--- src/rtl/bcd_mod_counter_pkg.sv ---
// Shared definitions for the clock datapath field counters: BCD digit type
// and a helper turning a decimal constant into a {ten, unit} BCD pair.
package clock_pkg;

  typedef logic [3:0] bcd_t;

  localparam bcd_t BCD_MAX_DIGIT = 4'd9;

  typedef struct packed {
    bcd_t ten;
    bcd_t unit;
  } bcd2_t;

  function automatic bcd2_t dec_to_bcd2(input int unsigned value);
    bcd2_t pair_s;
    pair_s.ten  = bcd_t'((value / 32'd10) % 32'd10);
    pair_s.unit = bcd_t'(value % 32'd10);
    return pair_s;
  endfunction

endpackage

--- src/rtl/bcd_mod_counter_bcd2_step.sv ---
// Combinational two-digit BCD step: increment/decrement with digit roll and
// compares against the effective limit and the minimum value.
module bcd2_step
  import clock_pkg::*;
(
  input  logic [3:0] v_ten,
  input  logic [3:0] v_unit,
  input  logic [3:0] lim_ten,
  input  logic [3:0] lim_unit,
  input  logic [3:0] min_ten,
  input  logic [3:0] min_unit,
  output logic [3:0] inc_ten,
  output logic [3:0] inc_unit,
  output logic [3:0] dec_ten,
  output logic [3:0] dec_unit,
  output logic       ge_lim,
  output logic       gt_lim,
  output logic       eq_min
);

  logic [7:0] v_s;
  logic [7:0] lim_s;
  logic [7:0] min_s;

  // Valid BCD pairs order the same way as their packed 8-bit encoding.
  assign v_s   = {v_ten, v_unit};
  assign lim_s = {lim_ten, lim_unit};
  assign min_s = {min_ten, min_unit};

  assign ge_lim = (v_s >= lim_s);
  assign gt_lim = (v_s > lim_s);
  assign eq_min = (v_s == min_s);

  // Increment with unit roll x9 -> (x+1)0.
  always_comb begin
    inc_ten  = v_ten;
    inc_unit = v_unit + 4'd1;
    if (v_unit >= BCD_MAX_DIGIT) begin
      inc_ten  = v_ten + 4'd1;
      inc_unit = 4'd0;
    end else begin
      inc_ten  = v_ten;
    end
  end

  // Decrement with unit roll x0 -> (x-1)9.
  always_comb begin
    dec_ten  = v_ten;
    dec_unit = v_unit - 4'd1;
    if (v_unit == 4'd0) begin
      dec_ten  = v_ten - 4'd1;
      dec_unit = BCD_MAX_DIGIT;
    end else begin
      dec_ten  = v_ten;
    end
  end

endmodule

--- src/rtl/bcd_mod_counter.sv ---
// Two-digit BCD modulo counter for time/date fields: configurable min/max,
// optional runtime upper limit, validated load and carry/borrow chaining.
module bcd_mod_counter
  import clock_pkg::*;
#(
  parameter int unsigned MAX_VALUE     = 32'd59,
  parameter int unsigned MIN_VALUE     = 32'd0,
  parameter int unsigned USE_DYN_LIMIT = 32'd0
) (
  input  logic       clk,
  input  logic       rst_n,
  input  logic       en,
  input  logic       up,
  input  logic       down,
  input  logic       load,
  input  logic [3:0] load_ten,
  input  logic [3:0] load_unit,
  input  logic [3:0] lim_ten,
  input  logic [3:0] lim_unit,
  output logic [3:0] count_ten,
  output logic [3:0] count_unit,
  output logic       carry_o,
  output logic       borrow_o,
  output logic       load_err
);

  localparam logic [7:0] MAX_BCD = dec_to_bcd2(MAX_VALUE);
  localparam logic [7:0] MIN_BCD = dec_to_bcd2(MIN_VALUE);

  if ((MIN_VALUE >= MAX_VALUE) || (MAX_VALUE > 32'd99) || (MIN_VALUE > 32'd1)) begin : g_param_check
    $error("bcd_mod_counter: need MIN_VALUE in {0,1} and MIN_VALUE < MAX_VALUE <= 99");
  end

  logic [7:0] value_r;
  logic       carry_r;
  logic       borrow_r;
  logic       load_err_r;

  logic [7:0] value_nxt_s;
  logic       carry_nxt_s;
  logic       borrow_nxt_s;
  logic       load_err_nxt_s;

  logic [7:0] lim_s;
  logic [7:0] load_s;
  logic       load_ok_s;
  logic [3:0] inc_ten_s;
  logic [3:0] inc_unit_s;
  logic [3:0] dec_ten_s;
  logic [3:0] dec_unit_s;
  logic       ge_lim_s;
  logic       gt_lim_s;
  logic       eq_min_s;

  assign lim_s  = (USE_DYN_LIMIT != 32'd0) ? {lim_ten, lim_unit} : MAX_BCD;
  assign load_s = {load_ten, load_unit};

  // Digit validity must hold before the packed compare means anything.
  assign load_ok_s = (load_ten <= BCD_MAX_DIGIT) && (load_unit <= BCD_MAX_DIGIT) &&
                     (load_s >= MIN_BCD) && (load_s <= lim_s);

  bcd2_step u_step (
    .v_ten    (value_r[7:4]),
    .v_unit   (value_r[3:0]),
    .lim_ten  (lim_s[7:4]),
    .lim_unit (lim_s[3:0]),
    .min_ten  (MIN_BCD[7:4]),
    .min_unit (MIN_BCD[3:0]),
    .inc_ten  (inc_ten_s),
    .inc_unit (inc_unit_s),
    .dec_ten  (dec_ten_s),
    .dec_unit (dec_unit_s),
    .ge_lim   (ge_lim_s),
    .gt_lim   (gt_lim_s),
    .eq_min   (eq_min_s)
  );

  // Next value and pulses: load beats en; en only acts with exactly one direction.
  always_comb begin
    value_nxt_s    = value_r;
    carry_nxt_s    = 1'b0;
    borrow_nxt_s   = 1'b0;
    load_err_nxt_s = 1'b0;
    if (load) begin
      if (load_ok_s) begin
        value_nxt_s = load_s;
      end else begin
        load_err_nxt_s = 1'b1;
      end
    end else if (en && (up != down)) begin
      if (up) begin
        if (ge_lim_s) begin
          value_nxt_s = MIN_BCD;
          carry_nxt_s = 1'b1;
        end else begin
          value_nxt_s = {inc_ten_s, inc_unit_s};
        end
      end else begin
        // A shrunken limit clamps silently rather than signalling a wrap.
        if (gt_lim_s) begin
          value_nxt_s = lim_s;
        end else if (eq_min_s) begin
          value_nxt_s  = lim_s;
          borrow_nxt_s = 1'b1;
        end else begin
          value_nxt_s = {dec_ten_s, dec_unit_s};
        end
      end
    end else begin
      value_nxt_s = value_r;
    end
  end

  // State and pulse registers.
  always_ff @(posedge clk or negedge rst_n) begin
    if (!rst_n) begin
      value_r    <= MIN_BCD;
      carry_r    <= 1'b0;
      borrow_r   <= 1'b0;
      load_err_r <= 1'b0;
    end else begin
      value_r    <= value_nxt_s;
      carry_r    <= carry_nxt_s;
      borrow_r   <= borrow_nxt_s;
      load_err_r <= load_err_nxt_s;
    end
  end

  assign count_ten  = value_r[7:4];
  assign count_unit = value_r[3:0];
  assign carry_o    = carry_r;
  assign borrow_o   = borrow_r;
  assign load_err   = load_err_r;

endmodule

--- config.mk ---
export PLATFORM = sky130hd
export DESIGN_NAME = bcd_mod_counter
export DESIGN_NICKNAME = d
export VERILOG_FILES = /design/src/rtl/bcd_mod_counter_pkg.sv /design/src/rtl/bcd_mod_counter_bcd2_step.sv /design/src/rtl/bcd_mod_counter.sv
export SDC_FILE = /design/constraint.sdc
export NUM_CORES = 1
export LEC_CHECK = 0
export BUFFER_PORTS_ARGS = -buffer_cell sky130_fd_sc_hd__buf_2
export CAP_MARGIN = 0
export CORE_MARGIN = 4
export CORE_UTILIZATION = 45
export CTS_CLUSTER_DIAMETER = 30
export DETAILED_ROUTE_END_ITERATION = 10
export PLACE_DENSITY = 0.72
export REMOVE_ABC_BUFFERS = 1
export SYNTH_ARGS = -nofsm -noshare
export SYNTH_HDL_FRONTEND = slang
export SYNTH_SLANG_ARGS = --single-unit
--- constraint.sdc ---
create_clock -name clk -period 3.25 [get_ports clk]
set_clock_uncertainty 0.05 [all_clocks]
set_input_delay 0.65 -clock clk [delete_from_list [all_inputs] [get_ports clk]]
set_output_delay 0.65 -clock clk [all_outputs]
set_load 0.01 [all_outputs]
==> reports/results.ini, run 1 <==
[global_routing]
grt_pass1_wl_um = 4320
grt-ovfl-total = 0
grt_max_degree = 17
grt_usage = 0.169
antenna_found_initial = 0
grt_pass1_vias = 924

[clock_network]
ctsLongestPathBuffers = 2
clkLatencyLatePin_ps = 270
cts.sinks = 11
htreeDepth = 1
clk_pin_slew_worst_paths_ps = 70
cts_root_buf = clkbuf_4
post_cts_buffers = 0
cts_tree = yes
cts_resized = 0
cts_buffers = 3
cts_hold_buffers = 0

[placed_design]
dp_hpwl_um = 1990
port_buffers = 24
gp_congestion = 0.945

[sta]
maxSlewViolCount = 0
slew_headroom = 0.729
hold_viol = 0
tightest_slew_ps = 400
timing.hold.ws_ps = 187
rsz0062_at_grt = no
fin_crit_sh = 0.790
tns_ps = 0
finalSetupViolations = 0
layout_min_cycle_time_ps = 2570
fmax_ghz = 0.390

[min_path]
hold_class = in2async

[floorplanning]
io_pins = 33
die_w_um = 55.4
initial_core_util = 0.495
die-area_mm2 = 0.00307
fp-row-count = 16
core-area_mm2 = 0.00204
die_h_um = 55.4

[synthesis]
yosys_most_used_dff = dfrtp_1
yosysSeqAreaShare = 0.272
ys_types = 48
ys_warn_count = 0
synth_top_area_share = 0.272
avgSynthCellArea_um2 = 8.57
synth_area_leaders = dfrtp_1 (27%), ha_1 (8.7%), a21oi_1 (4.5%)
post_synth_instance_area_mm2 = 0.00101
synthCells = 118
postSynth.asyncResetShare = 1.00
synth_edf_count = 0
yosys.area.top_type = dfrtp_1
ys_ff_latch = 11

[routing]
vias_per_cell = 6.17
vias = 1031
wl_per_cell_um = 15.6
wl_um = 2600
drtIter0Drc = 42
antenna_left = 0
route.detailed.drc = 0
drt_pass1_iterations = 4

[setup_path]
r2r_cells = 7
crit_chain = inv_1, ha_1, nand3_4, or4b_1, a211oi_2, or3_4, mux2_4
slowest_delay_ps = 600
crit_type = reg2reg
end_kind = flop
required_ps = 3360
worstPathArrival_ps = 2680
slowest_stage = or4b_1
worstSetupStartpointType = flop
path_max_fanout = 9

[power]
power_uw = 844
leakage_uw = 0.000545
peakVddDrop_v = 0.000476
pwr_density_cell_mw_per_mm2 = 727

[cells_and_area]
final_nets = 170
n_antenna_cell = 0
area.growth.synth_to_final_pct = 14.9
drive_gt1_frac = 0.257

[outcome]
status = complete, no violations

[run]
max_cap_violations = 0

-- path summary, 6_finish.rpt --
kind	startpoint	endpoint	slack, ps
setup reg to reg	value_r[5]	value_r[6]	680
min in group clk	down	borrow_o	560
hold reg to reg	value_r[7]	value_r[7]	610
hold / removal	rst_n	borrow_o	190
max in group asynchronous	rst_n	value_r[3]	2760
setup / recovery	value_r[5]	value_r[6]	680
-- per-layer routing --
layer | track usage | part of all wire
met4 | 0.0521 | 0.013
met5 | 0 | 0
met2 | 0.269 | 0.45
met3 | 0.0326 | 0.085
met1 | 0.228 | 0.45
-- registers in the layout, summed over array words and instances (netlist names) --
name / count
value_r: 8
carry_o: 1
borrow_o: 1
load_err: 1
-- stage by stage --
step           setup slack [ps]   util  std cells  area [µm²]
6_report                    684  0.569        167        1160
2_1_floorplan               894      -        110         966
3_5_place_dp                710  0.556        163        1130
4_1_cts                     682  0.569        167        1160
3_3_place_gp                733  0.556        163        1130
5_1_grt                     594  0.569        167        1160
-- cells in the mapped netlist, drive strengths merged, types with 2 or more instances --
library cell and n:
o21ai 8, o2111ai 2, clkbuf 3, nor2 8
nor2b 2, dfrtp 11, nand2 8, or3b 2
inv 9, a21oi 9, nor3 4, nand3 2
a32oi 3, ha 7, a211o 2, a221oi 3
nor3b 3, a31oi 4, buf 5, o311ai 2
-- kinds of logic after synthesis --
logic type	count (synthesis)	synth area share
fa+ha+maj	7	0.0866
mux	2	0.0247
simple gates	37	0.225
compound gates	42	0.296
flops	11	0.272
xor+xnor	2	0.0173
buf+inv	17	0.0780
-- critical path: cells and delay by family, from the launching register on --
family / cells / cell delay [ps]
adders and majority gates: 1 / 230
muxes: 1 / 300
AOI/OAI and AO/OA: 1 / 310
DFF: 1 / 490
buffers and inverters: 1 / 170
and+or+nand+nor: 3 / 900
-- where the power goes --
part           switching (µW)  internal, µW
logic                     250           204
clock network            50.3          47.6
registers                 112           180
total                     412           431
-- layout make-up --
class | instances | area [µm²]
sequential | 11 | 275
multi-input combinational | 90 | 657
timing repair buffer | 26 | 135
clock buffer | 4 | 26.3
inverter | 9 | 33.8
fill | 204 | 881
tap | 27 | 33.8
-- placed cells by master (no fill, tap or decap), drive strengths merged, types with 2 or more instances in the layout --
| cell type | instances |
|---|---|
| inv | 9 |
| nor3 | 4 |
| nor2 | 8 |
| a211o | 2 |
| o21ai | 8 |
| a221oi | 3 |
| ha | 7 |
| a31oi | 4 |
| a32oi | 3 |
| dfrtp | 11 |
| o2111ai | 2 |
| or3b | 2 |
| a21oi | 9 |
| nand2 | 8 |
| o311ai | 2 |
| nor3b | 3 |
| clkbuf | 4 |
| buf | 26 |
| nand3 | 2 |
| nor2b | 2 |
Power figures use the tool's default switching activity.
==> run 2, diff against run 1 <==
==> constraint.sdc (replaced) <==
create_clock -name clk -period 2.4 [get_ports clk]
set_clock_uncertainty 0.05 [all_clocks]
set_input_delay 0.48 -clock clk [delete_from_list [all_inputs] [get_ports clk]]
set_output_delay 0.48 -clock clk [all_outputs]
set_load 0.01 [all_outputs]
==> run 2 against run 1 <==
Effect of this change: hold slack got worse by 170 ps; largest power group unchanged; critical endpoint unchanged; global-route usage rose by 1.5 points; register-to-register slack got worse by 530 ps; cell count rose by 4.8%; wire length rose by 6.7%; combinational power rose by 79%; cell area rose by 7.3%; die area did not move; power rose by 50%; non-clock buffer count rose by 8.
==> reports/results.ini, run 2 (synthesis gave the netlist of run 1 again) <==
[routing]
drtIter0Drc = 68  ; +62%
route.detailed.drc = 0  ; unchanged
vias_per_cell = 6.14  ; -0.50%
wl_per_cell_um = 15.8  ; +1.9%
vias = 1075  ; +4.3%
drt_pass1_iterations = 4  ; unchanged
wl_um = 2770  ; +6.7%
antenna_left = 0  ; unchanged

[clock_network]
htreeDepth = 1  ; unchanged
cts_hold_buffers = 0  ; unchanged
ctsLongestPathBuffers = 2  ; unchanged
clkLatencyLatePin_ps = 270  ; about the same
cts.sinks = 11  ; unchanged
cts_root_buf = clkbuf_4
cts_tree = yes
post_cts_buffers = 0  ; unchanged
cts_buffers = 3  ; unchanged
clk_pin_slew_worst_paths_ps = 70  ; about the same

[cells_and_area]
fin_area_mm2 = 0.00125  ; +7.3%
layout_commonest_cell = buf_2
drive_gt1_frac = 0.331  ; +0.0739
final_nets = 178  ; +4.7%
regMostFlops = value_r
area.growth.synth_to_final_pct = 23.3
final_cell_mix = buf_2 (24), dfrtp_1 (11), buf_4 (10)
largest_register_ffs = 8  ; unchanged
fin_cells = 175  ; +4.8%
n_antenna_cell = 0  ; unchanged
multi_input_area_um2 = 682  ; +3.8%
seqCellArea_um2 = 275  ; unchanged
n_fill_cell = 201  ; -1.5%

[setup_path]
crit_type = reg2reg
slowest_delay_ps = 540  ; -60 ps
r2r_cells = 7  ; unchanged
end_kind = flop
required_ps = 2510  ; -850 ps
slowest_stage = or4b_4
crit_start = value_r[5]
crit_chain = inv_1, ha_1, nand3_4, or4b_4, a211oi_2, or3_4, mux2_4
path_max_fanout = 6  ; -3
r2r_end = value_r[6]
r2r-start = value_r[5]
worstPathArrival_ps = 2360  ; -320 ps
worstSetupStartpointType = flop
rrSetupSlack_ps = 150  ; -530 ps

[global_routing]
antenna_found_initial = 0  ; unchanged
grt_pass1_wl_um = 4650  ; +7.7%
grt_max_degree = 17  ; unchanged
grt_usage = 0.184  ; +0.0153
grt-ovfl-total = 0  ; unchanged
grt_pass1_vias = 1015  ; +9.8%

[floorplanning]
core-area_mm2 = 0.00204  ; unchanged
fp-row-count = 16  ; unchanged
die_h_um = 55.4  ; unchanged
die_w_um = 55.4  ; unchanged
initial_core_util = 0.495  ; unchanged
io_pins = 33  ; unchanged
die-area_mm2 = 0.00307  ; unchanged

[sta]
fmax_ghz = 0.445  ; +14%
maxSlewViolCount = 0  ; unchanged
layout_min_cycle_time_ps = 2250  ; -321 ps
hold_viol = 0  ; unchanged
fin_ws_ps = 155  ; -529 ps
fin_crit_sh = 0.936  ; +0.146
finalSetupViolations = 0  ; unchanged
tightest_slew_ps = 437  ; +36.9 ps
tns_ps = 0  ; unchanged
rsz0062_at_grt = no
slew_headroom = 0.708  ; -0.0215

[placed_design]
port_buffers = 24  ; unchanged
dpl_worst_slack_ps = 88.5  ; -621 ps
dp_hpwl_um = 2090  ; +5.2%
gp_congestion = 0.891  ; -5.7%
placed_cells = 171  ; +4.9%
postPlaceCellArea_mm2 = 0.00119  ; +5.3%

[min_path]
hold_class = in2async

[run]
max_cap_violations = 0  ; unchanged

[power]
leakage_uw = 0.000589  ; +8.0%
power_uw = 1260  ; +50%
pwr_density_cell_mw_per_mm2 = 1010  ; +40%
peakVddDrop_v = 0.000573  ; +20%

[outcome]
status = complete, no violations

[run 2: changes by cell type in the layout (fill, tap and decap cells not counted)]
cell	change
buf_4	+8
a221oi_1	-1
a221oi_2	+1
a31oi_1	-1
a31oi_2	+1
ha_1	-1
ha_2	+1
o2bb2ai_1	-1
o2bb2ai_2	+1
or4b_1	-1
or4b_4	+1
[run 2: what timing repair did]
item                       in CTS  in global routing
hold endpoints to repair        0                  0
resized for setup               0                  5
setup endpoints to repair       0                  3
[run 2: worst max-delay path, delay by kind of cell, from the launching register on]
| family | cells | cell delay, ps |
|---|---|---|
| simple gates | 3 | 840 |
| flops | 1 | 380 |
| mux | 1 | 300 |
| fa+ha+maj | 1 | 230 |
| compound gates | 1 | 240 |
| buf+inv | 1 | 80 |
[run 2: area by class of cell]
| class | count | share of cell area |
|---|---|---|
| Clock buffer | 4 | 0.0211 |
| Inverter | 9 | 0.0271 |
| Multi-Input combinational cell | 90 | 0.547 |
| Sequential cell | 11 | 0.221 |
| Tap cell | 27 | 0.0271 |
| Timing Repair Buffer | 34 | 0.157 |
[run 2: power by group]
group          leakage, µW  switching (µW)  total (µW)  internal [µW]
registers         0.000138            72.5         317            244
logic             0.000436             456         815            359
clock network    0.0000150            67.5         132           64.5
total             0.000589             596        1260            668
[run 2: per-layer routing]
layer	up-vias	global-route usage	wire length, µm
met2	58	0.294	1270
met5	-	0	0
met4	0	0.0833	56
met1	501	0.245	1200
li1	511	-	-
met3	5	0.0233	254
[run 2: worst max-delay path by stage]
stage | to | slack, ps | cells after the start
after detailed placement | value_r[6] | 90 | 7
final | value_r[6] | 150 | 7
after global routing | value_r[2] | 60 | 7
after global placement | value_r[6] | 140 | 7
after floorplan | value_r[6] | 40 | 7
after CTS | value_r[6] | 70 | 7
[run 2: metrics by stage]
step / hold slack, ps / utilization
floorplan: 134 / -
global placement: 321 / 0.585
detailed placement: 327 / 0.585
CTS: 25.3 / 0.598
global route: 38.8 / 0.610
finish: 15.9 / 0.610
==> run 3, diff against run 2 <==
--- a/config.mk
+++ b/config.mk
@@ -9,6 +9,7 @@
 export CAP_MARGIN = 0
 export CORE_MARGIN = 4
 export CORE_UTILIZATION = 45
+export CTS_BUF_LIST = sky130_fd_sc_hd__clkbuf_4
 export CTS_CLUSTER_DIAMETER = 30
 export DETAILED_ROUTE_END_ITERATION = 10
 export PLACE_DENSITY = 0.72
==> constraint.sdc (replaced) <==
create_clock -name clk -period 2.74 [get_ports clk]
set_clock_uncertainty 0.05 [all_clocks]
set_input_delay 0.548 -clock clk [delete_from_list [all_inputs] [get_ports clk]]
set_output_delay 0.548 -clock clk [all_outputs]
set_load 0.01 [all_outputs]
==> run 3 against run 2 <==
Effect of this change: register-to-register slack better by 190 ps; clock power is 4% lower; cell count is 2.3% lower; sequential share of layout area is 0.95 points higher; combinational power is 21% lower; worst setup slack better by 190 ps; wire length is 5.2% lower; utilization is 2.5 points lower; critical endpoint unchanged; largest power group unchanged.
==> reports/results.ini, run 3 (synthesis gave the netlist of run 1 again) <==
[setup_path]
end_kind = flop
crit_type = reg2reg
cp.depth = 7  ; unchanged
cp.buffers_inverters = 1  ; unchanged
endpoint = value_r[6]
r2r_end = value_r[6]
crit_chain = inv_1, ha_1, nand3_4, or4b_1, a211oi_2, or3_4, mux2_4
slowest_stage = or4b_1
critPathTopFamily = simple AND/OR/NAND/NOR gates
r2r-start = value_r[5]
required_ps = 2860  ; +350 ps
path_max_fanout = 6  ; unchanged
crit_start = value_r[5]
rrSetupSlack_ps = 340  ; +190 ps
worstPathArrival_ps = 2510  ; +150 ps
r2r_cells = 7  ; unchanged
slowest_delay_ps = 600  ; +60 ps
worstSetupStartpointType = flop

[cells_and_area]
n_antenna_cell = 0  ; unchanged
final_cell_mix = buf_2 (24), dfrtp_1 (11), inv_1 (9), a21oi_1 (9)
area.growth.synth_to_final_pct = 18.2
largest_register_ffs = 8  ; unchanged
regMostFlops = value_r
fin_area_mm2 = 0.00119  ; -4.1%
drive_gt1_frac = 0.285  ; -0.0464
layout_commonest_cell = buf_2
final_nets = 174  ; -2.2%

[clock_network]
cts_buffers = 3  ; unchanged
post_cts_buffers = 0  ; unchanged
htreeDepth = 1  ; unchanged
cts_tree = yes
cts_resized = 0  ; unchanged
cts_hold_buffers = 0  ; unchanged
clk_pin_slew_worst_paths_ps = 80  ; about the same
ctsLongestPathBuffers = 2  ; unchanged
cts_root_buf = clkbuf_4
cts.sinks = 11  ; unchanged
clkLatencyLatePin_ps = 270  ; about the same

[sta]
fin_crit_sh = 0.874  ; -0.0613
tightest_slew_ps = 393  ; -43.8 ps
finalSetupViolations = 0  ; unchanged
fmax_ghz = 0.417  ; -6.3%
slew_headroom = 0.734  ; +0.0262
timing.hold.ws_ps = 83.9  ; +68.1 ps
layout_min_cycle_time_ps = 2400  ; +150 ps
hold_viol = 0  ; unchanged
rsz0062_at_grt = no
tns_ps = 0  ; unchanged
fin_ws_ps = 344  ; +190 ps
maxSlewViolCount = 0  ; unchanged

[placed_design]
gp_congestion = 0.913  ; +2.4%
postPlaceCellArea_mm2 = 0.00116  ; -2.5%
dpl_worst_slack_ps = 358  ; +269 ps
port_buffers = 24  ; unchanged
dp_hpwl_um = 2040  ; -2.3%

[global_routing]
grt_usage = 0.181  ; -0.00329
antenna_found_initial = 0  ; unchanged
grt_pass1_wl_um = 4510  ; -3.0%
grt_max_degree = 17  ; unchanged
grt_pass1_vias = 946  ; -6.8%
grt-ovfl-total = 0  ; unchanged

[floorplanning]
die_w_um = 55.4  ; unchanged
fp-row-count = 16  ; unchanged
initial_core_util = 0.495  ; unchanged
die-area_mm2 = 0.00307  ; unchanged
die_h_um = 55.4  ; unchanged
core-area_mm2 = 0.00204  ; unchanged
io_pins = 33  ; unchanged

[power]
pwr_density_cell_mw_per_mm2 = 884  ; -13%
leakage_uw = 0.000568  ; -3.5%
peakVddDrop_v = 0.000509  ; -11%

[run]
max_cap_violations = 0  ; unchanged

[routing]
vias_per_cell = 6.01  ; -2.2%
antenna_left = 0  ; unchanged
route.detailed.drc = 0  ; unchanged
drtIter0Drc = 26  ; -62%
vias = 1027  ; -4.5%
wl_per_cell_um = 15.4  ; -2.9%
drt_pass1_iterations = 4  ; unchanged
wl_um = 2630  ; -5.2%

[outcome]
status = complete, no violations

[min_path]
hold_class = in2async

-- run 3: per-stage QoR --
| stage | power (µW) | cells | util |
|---|---|---|---|
| 4_1_cts | 1060 | 171 | 0.585 |
| 2_1_floorplan | 697 | 110 | - |
| 6_report | 1060 | 171 | 0.585 |
| 5_1_grt | 1140 | 171 | 0.585 |
| 3_5_place_dp | 923 | 167 | 0.570 |
| 3_3_place_gp | 913 | 167 | 0.570 |
-- run 3: worst min-delay path by stage --
stage | startpoint | to | slack (ps) | depth (start not counted)
3_5_place_dp | rst_n | borrow_o | 390 | 1
2_1_floorplan | rst_n | borrow_o | 200 | 0
5_1_grt | rst_n | value_r[4] | 90 | 1
3_3_place_gp | rst_n | borrow_o | 390 | 1
6_report | rst_n | load_err | 80 | 1
4_1_cts | rst_n | load_err | 90 | 1
-- run 3: where the power goes --
| group | internal [µW] | switching (µW) | leakage (µW) |
|---|---|---|---|
| Combinational | 278 | 366 | 0.000412 |
| Sequential | 214 | 71.3 | 0.000138 |
| Clock | 66.3 | 60.5 | 0.0000184 |
-- run 3: layout make-up --
class / instances / area [µm²]
Timing Repair Buffer: 30 / 165
Tap cell: 27 / 33.8
Multi-Input combinational cell: 90 / 657
Sequential cell: 11 / 275
Fill cell: 198 / 847
Clock buffer: 4 / 30.0
Inverter: 9 / 33.8
-- run 3: worst register-to-register path: cells and delay by family, from the launching register on --
kind | cells | cell delay, ps
AOI/OAI and AO/OA | 1 | 290
DFF | 1 | 380
muxes | 1 | 300
buffers and inverters | 1 | 120
and+or+nand+nor | 3 | 920
adders and majority gates | 1 | 240
-- run 3: layer usage --
metal  share of wire  GRT usage  vias up
met5               0          0        -
met4           0.020     0.0833        0
met3           0.078     0.0303        5
met2            0.46      0.270       51
met1            0.44      0.251      469
li1                -          -      502
